<file path="src/rtl/apb_pkg.sv">
// ---------------------------------------------------------------------------
// apb_pkg
//   Shared definitions for the APB requester and the team's APB peripherals.
//   Holds the requester FSM state encoding, the command and response record
//   types at the default bus widths, and the default width and watchdog
//   constants used as parameter defaults by apb_master.
// ---------------------------------------------------------------------------
package apb_pkg;

  localparam int APB_ADDR_W  = 8;
  localparam int APB_DATA_W  = 8;
  localparam int APB_TIMEOUT = 16;

  // Width of the ACCESS-phase watchdog counter; bounds the legal TIMEOUT.
  localparam int APB_WDT_W   = 16;

  typedef enum logic [1:0] {
    IDLE   = 2'd0,
    SETUP  = 2'd1,
    ACCESS = 2'd2
  } apb_state_e;

  typedef struct packed {
    logic                  write;
    logic [APB_ADDR_W-1:0] addr;
    logic [APB_DATA_W-1:0] wdata;
  } apb_cmd_t;

  typedef struct packed {
    logic [APB_DATA_W-1:0] rdata;
    logic                  err;
    logic                  timeout;
  } apb_rsp_t;

endpackage

</file>
<file path="src/rtl/apb_master_wdt.sv">
// ---------------------------------------------------------------------------
// apb_master_wdt
//   ACCESS-phase watchdog for apb_master. Counts ACCESS cycles in which the
//   slave holds pready low and flags the cycle in which the TIMEOUT-th such
//   cycle is being spent, so the requester can abort on that edge.
//
// Ports
//   pclk      in   clock, rising edge
//   prst      in   synchronous active-high reset
//   clear     in   restart the count (asserted in SETUP, i.e. on ACCESS entry)
//   count_en  in   ACCESS cycle with pready low
//   expired   out  abort at the coming edge
// ---------------------------------------------------------------------------
module apb_master_wdt
  import apb_pkg::*;
#(
  parameter int TIMEOUT = APB_TIMEOUT
) (
  input  logic pclk,
  input  logic prst,
  input  logic clear,
  input  logic count_en,
  output logic expired
);

  logic [APB_WDT_W-1:0] count;

  always_ff @(posedge pclk) begin
    if (prst || clear) begin
      count <= '0;
    end else if (count_en) begin
      count <= count + 1'b1;
    end
  end

  // The count holds the number of stalled cycles already completed, so the
  // limit is hit while the TIMEOUT-th stalled cycle is in progress.
  assign expired = count_en && (count == APB_WDT_W'(TIMEOUT - 1));

endmodule

</file>
<file path="src/rtl/apb_master.sv">
// ---------------------------------------------------------------------------
// apb_master
//   APB requester: turns single-beat valid/ready commands from the local
//   controller into APB SETUP/ACCESS transfers and returns read data and the
//   slave error status as a response held until rsp_ready.
//
//   Optional feature: define APB_MASTER_TIMEOUT_EN to add an ACCESS-phase
//   watchdog (apb_master_wdt) that aborts a transfer after TIMEOUT stalled
//   cycles and reports rsp_err=1, rsp_timeout=1. Without it ACCESS waits
//   indefinitely and rsp_timeout is tied to 0.
//
// Ports
//   pclk, prst                     clock, synchronous active-high reset
//   cmd_valid/cmd_ready            command handshake
//   cmd_write/cmd_addr/cmd_wdata   command payload
//   rsp_valid/rsp_ready            response handshake
//   rsp_rdata/rsp_err/rsp_timeout  held response payload
//   psel/penable/pwrite/paddr/pwdata  APB request outputs
//   prdata/pready/pslverr          APB completion inputs
// ---------------------------------------------------------------------------
module apb_master
  import apb_pkg::*;
#(
  parameter int ADDR_W  = APB_ADDR_W,
  parameter int DATA_W  = APB_DATA_W,
  parameter int TIMEOUT = APB_TIMEOUT
) (
  input  logic              pclk,
  input  logic              prst,
  input  logic              cmd_valid,
  output logic              cmd_ready,
  input  logic              cmd_write,
  input  logic [ADDR_W-1:0] cmd_addr,
  input  logic [DATA_W-1:0] cmd_wdata,
  output logic              rsp_valid,
  input  logic              rsp_ready,
  output logic [DATA_W-1:0] rsp_rdata,
  output logic              rsp_err,
  output logic              rsp_timeout,
  output logic              psel,
  output logic              penable,
  output logic              pwrite,
  output logic [ADDR_W-1:0] paddr,
  output logic [DATA_W-1:0] pwdata,
  input  logic [DATA_W-1:0] prdata,
  input  logic              pready,
  input  logic              pslverr
);

  if (TIMEOUT < 1 || TIMEOUT > 65535) begin : g_bad_timeout
    $error("apb_master: TIMEOUT must be within 1..65535");
  end

  apb_state_e state_q, state_d;
  logic       accept;
  logic       complete;
  logic       abort;
  logic       wdt_expired;

  always_ff @(posedge pclk) begin
    if (prst) begin
      state_q <= IDLE;
    end else begin
      state_q <= state_d;
    end
  end

  // psel/penable decode straight from the state register, so they drop on
  // the same edge that returns the FSM to IDLE.
  always_comb begin
    state_d   = state_q;
    psel      = 1'b0;
    penable   = 1'b0;
    cmd_ready = 1'b0;
    accept    = 1'b0;
    complete  = 1'b0;
    abort     = 1'b0;
    case (state_q)
      IDLE: begin
        // A pending response blocks new commands, which also guarantees an
        // idle bus cycle between transfers.
        cmd_ready = !prst && !rsp_valid;
        if (cmd_valid && cmd_ready) begin
          accept  = 1'b1;
          state_d = SETUP;
        end
      end
      SETUP: begin
        psel    = 1'b1;
        state_d = ACCESS;
      end
      ACCESS: begin
        psel    = 1'b1;
        penable = 1'b1;
        // pready wins over the watchdog when both land on the same edge.
        if (pready) begin
          complete = 1'b1;
          state_d  = IDLE;
        end else if (wdt_expired) begin
          abort    = 1'b1;
          state_d  = IDLE;
        end
      end
      default: begin
        state_d = IDLE;
      end
    endcase
  end

  always_ff @(posedge pclk) begin
    if (prst) begin
      pwrite    <= 1'b0;
      paddr     <= '0;
      pwdata    <= '0;
    end else if (accept) begin
      pwrite    <= cmd_write;
      paddr     <= cmd_addr;
      pwdata    <= cmd_wdata;
    end
  end

  // Read data is only passed through for error-free reads; writes, slave
  // errors and aborts all report zero.
  always_ff @(posedge pclk) begin
    if (prst) begin
      rsp_valid <= 1'b0;
      rsp_rdata <= '0;
      rsp_err   <= 1'b0;
    end else if (complete) begin
      rsp_valid <= 1'b1;
      rsp_rdata <= (pwrite || pslverr) ? '0 : prdata;
      rsp_err   <= pslverr;
    end else if (abort) begin
      rsp_valid <= 1'b1;
      rsp_rdata <= '0;
      rsp_err   <= 1'b1;
    end else if (rsp_valid && rsp_ready) begin
      rsp_valid <= 1'b0;
    end
  end

`ifdef APB_MASTER_TIMEOUT_EN
  logic timeout_q;

  apb_master_wdt #(
    .TIMEOUT (TIMEOUT)
  ) u_wdt (
    .pclk     (pclk),
    .prst     (prst),
    .clear    (state_q == SETUP),
    .count_en ((state_q == ACCESS) && !pready),
    .expired  (wdt_expired)
  );

  always_ff @(posedge pclk) begin
    if (prst) begin
      timeout_q <= 1'b0;
    end else if (complete) begin
      timeout_q <= 1'b0;
    end else if (abort) begin
      timeout_q <= 1'b1;
    end
  end

  assign rsp_timeout = timeout_q;
`else
  assign wdt_expired = 1'b0;
  assign rsp_timeout = 1'b0;
`endif

endmodule

</file>
<file path="config.mk">
export PLATFORM = sky130hd
export DESIGN_NAME = apb_master
export DESIGN_NICKNAME = d
export VERILOG_FILES = /design/src/rtl/apb_pkg.sv /design/src/rtl/apb_master_wdt.sv /design/src/rtl/apb_master.sv
export SDC_FILE = /design/constraint.sdc
export NUM_CORES = 1
export LEC_CHECK = 0
export CORE_ASPECT_RATIO = 1.1
export CORE_MARGIN = 8
export CORE_UTILIZATION = 41
export DETAILED_ROUTE_END_ITERATION = 12
export PLACE_DENSITY = 0.83
export SETUP_SLACK_MARGIN = 0.02
export SYNTH_ARGS = -nofsm -noshare
export SYNTH_HDL_FRONTEND = slang
export SYNTH_SLANG_ARGS = --single-unit
export TNS_END_PERCENT = 5
</file>
<file path="constraint.sdc">
create_clock -name pclk -period 3.5 [get_ports pclk]
set_input_delay 0.7 -clock pclk [delete_from_list [all_inputs] [get_ports pclk]]
set_output_delay 0.7 -clock pclk [all_outputs]
set_load 0.01 [all_outputs]
</file>
==> results.md <==
- Port Buffers: 60
- Worst Path Arrival: 1.86 ns
- Core Area: 0.00275 sq mm
- Final worst-path cycle share: 73.2%
- Area Overhead vs Synth: 56.4%
- Root Buffer: clkbuf_4
- Sequential share of power: roughly 50%
- Final worst path period need: about 2.6 ns
- Worst VDD drop: 232 uV
- Proportion of layout cells with a drive suffix above 1: between 10% and 20%
- # H-tree levels: 2
- Max Fclk: around 390 MHz
- Hold WS: ~0.46 ns
- Synth Instances: roughly 130
- Num CTS Buffers: 5
- Vias in the first global route: roughly 1100
- Final nets: 223
- Final Non-Filler Cells: around 220
- DR vias: 1098
- Synthesized flop and latch total: 29
- CP endpoint kind: output port
- Place WS: about 0.87 ns
- Placer Congestion: approximately 0.76
- Max Cap Viol: 0
- Final hold vios: 0
- # rows: 20
- Number of diodes: 0
- Die height: 72.4 microns
- FILL cells: 250
- Final wirelength: ~3200 microns
- Detail Placement HPWL: between 2000 and 3000 microns
- Avg Cell Area, Syn: between 9 and 10 sq um
- Initial antenna violation count: 0
- HP Class: flop to flop
- Ys Warns: 0
- Count of cell types in the netlist: 23
- Unrepaired setup endpoints after global routing: no
- Die Wd: 67.2 microns
- Clk Latency, worst-skew pair: a little over 0.3 ns
- Sink Count: 29
- CP Class: input port to output port
- CTS tree: yes
- Pins Over Slew Limit: 0
- Routed len/inst: 14.5 microns
- First-pass GRT wire length: 5020 microns
- Internal Pwr Total: 0.535 mW
- First-pass detailed-route iteration total: 4
- Starting Density: 43.0%
- Die area: 0.00486 sq mm
- Slew HR: 51.6%
- Leak: around 0.65 nW
- # setup viols final: 0
- Vias per Instance: 4.95
- Total gr overflow: 0
- Final worst slack: 0.937 ns
- Post-Syn Area: between 0.001 and 0.0015 sq mm
- Critical path peak fanout: 2
- Clock share of power: between 20% and 30%
- Largest net degree at the start of global routing: 34
- DRC violations left: 0
- Power Density: roughly 400 mW/mm^2
- CP Launch Type: input port
- Run status: finished, final reports clean
- Inst Count DP: ~220
- Post-synthesis sequential area ratio: 49.0%
- Post-CTS setup buffers: 0
- Post-CTS sizing: 0
- I/O pin count: 62
- NetSw: 0.184 mW
- Syn Nets: approximately 160
- Worst EP required: roughly 2.8 ns
- Logic pwr share: between 20% and 30%
- Antenna violation net count after detailed routing: 0
- Switching share of power: approximately a quarter
- Clock slew at reported path FFs: 0.09 ns
- Total power: roughly 0.7 mW
- Initial DRC count: 33
- Setup TNS: 0 ns
- Slew at the pin closest to its max-slew limit: roughly 0.72 ns
- Hold-fix buffers at CTS: 0
- Max clock buf depth: 2
- Total Routing Usage GR: about 13%
- Layout Skew: approximately 0.0087 ns
==> through the flow <==
step                area [sq um]  util (%)
finish                      1850      67.3
floorplan                   1180         -
detailed placement          1800      65.3
global route                1850      67.3
CTS                         1850      67.3
global placement            1800      65.3
==> cell usage after synthesis <==
cell       number  area share (%)
mux2i_1         1            0.85
buf_12          1             1.7
o32ai_1         1            0.74
conb_1          1            0.32
a21oi_1         9             3.8
nor2b_1         1            0.53
ha_1            3             3.2
or3b_1          1            0.74
nand3_1         1            0.42
buf_2           4             1.7
nor2_1          8             2.5
nand2_1        26             8.2
nand4bb_1       1            0.95
nand2_2        10             5.3
dfxtp_1        29              49
buf_4           3             1.9
nand2b_1        3             1.6
clkbuf_1        1            0.32
nor3b_1         1            0.63
a21oi_2        11             8.1
inv_1           2            0.63
a22oi_1         8             5.1
nor4bb_1        2             1.7
==> cells in the final DEF, fill, tap and decap left out, types with 2 or more instances in the layout <==
| cell type | count |
|---|---|
| a22oi_1 | 8 |
| ha_1 | 3 |
| clkdlybuf4s50_1 | 60 |
| a21oi_2 | 11 |
| dfxtp_1 | 29 |
| clkbuf_4 | 5 |
| a21oi_1 | 9 |
| inv_1 | 2 |
| nor2_1 | 8 |
| nand2_2 | 10 |
| nand2_1 | 26 |
| nand2b_1 | 3 |
| buf_4 | 3 |
==> area by class of cell <==
cell class	instances	area, sq um	area share (%)
Multi-Input combinational cell	88	544	29.4
Timing Repair Buffer	63	623	33.6
Inverter	2	7.51	0.405
Sequential cell	29	581	31.4
Clock buffer	7	55.1	2.97
Tap cell	33	41.3	2.23
==> power groups by stage <==
stage / combinational [mW] / sequential (mW) / clock (mW)
3_3_place_gp: 0.164 / 0.365 / 0
5_1_grt: 0.180 / 0.360 / 0.219
6_report: 0.166 / 0.358 / 0.196
4_1_cts: 0.169 / 0.358 / 0.205
3_5_place_dp: 0.167 / 0.365 / 0
2_1_floorplan: 0.0758 / 0.370 / 0
==> path summary, 6_finish.rpt <==
check,startpoint,to,slack [ns],cells past startpoint
max,prst,cmd_ready,0.94,3
min,pwdata[4],pwdata[4],0.46,2
max reg2reg,state_q[0],paddr[7],1.73,5
min reg2reg,pwdata[4],pwdata[4],0.46,2
==> routing by layer <==
| metal | GRT usage [%] | wire length, microns |
|---|---|---|
| met2 | 23.6 | 1680 |
| met4 | 7.67 | 59 |
| met1 | 13.3 | 1220 |
| met5 | 0 | 0 |
| met3 | 4.31 | 255 |
==> cell families (layout without fill, tap and decap cells) <==
logic type	count (synthesis)	in the layout	synth area share [%]
adders and majority gates	3	3	3.17
DFF	29	29	49.0
AOI/OAI and AO/OA	29	29	17.8
and+or+nand+nor	54	54	22.6
muxes	1	1	0.846
buffers and inverters	11	72	6.24
other	1	1	0.317
==> flip-flops by register name, indices dropped and copies added (netlist names) <==
name and flops:
rsp_valid 1, rsp_err 1, pwrite 1, pwdata 8, paddr 8, state_q 2
rsp_rdata 8
==> critical path: stages <==
cell             delay [ns]
clkdlybuf4s50_1        0.42
nor3b_1                0.17
clkdlybuf4s50_1        0.57
No activity file was read; power rests on OpenSTA's default activity.
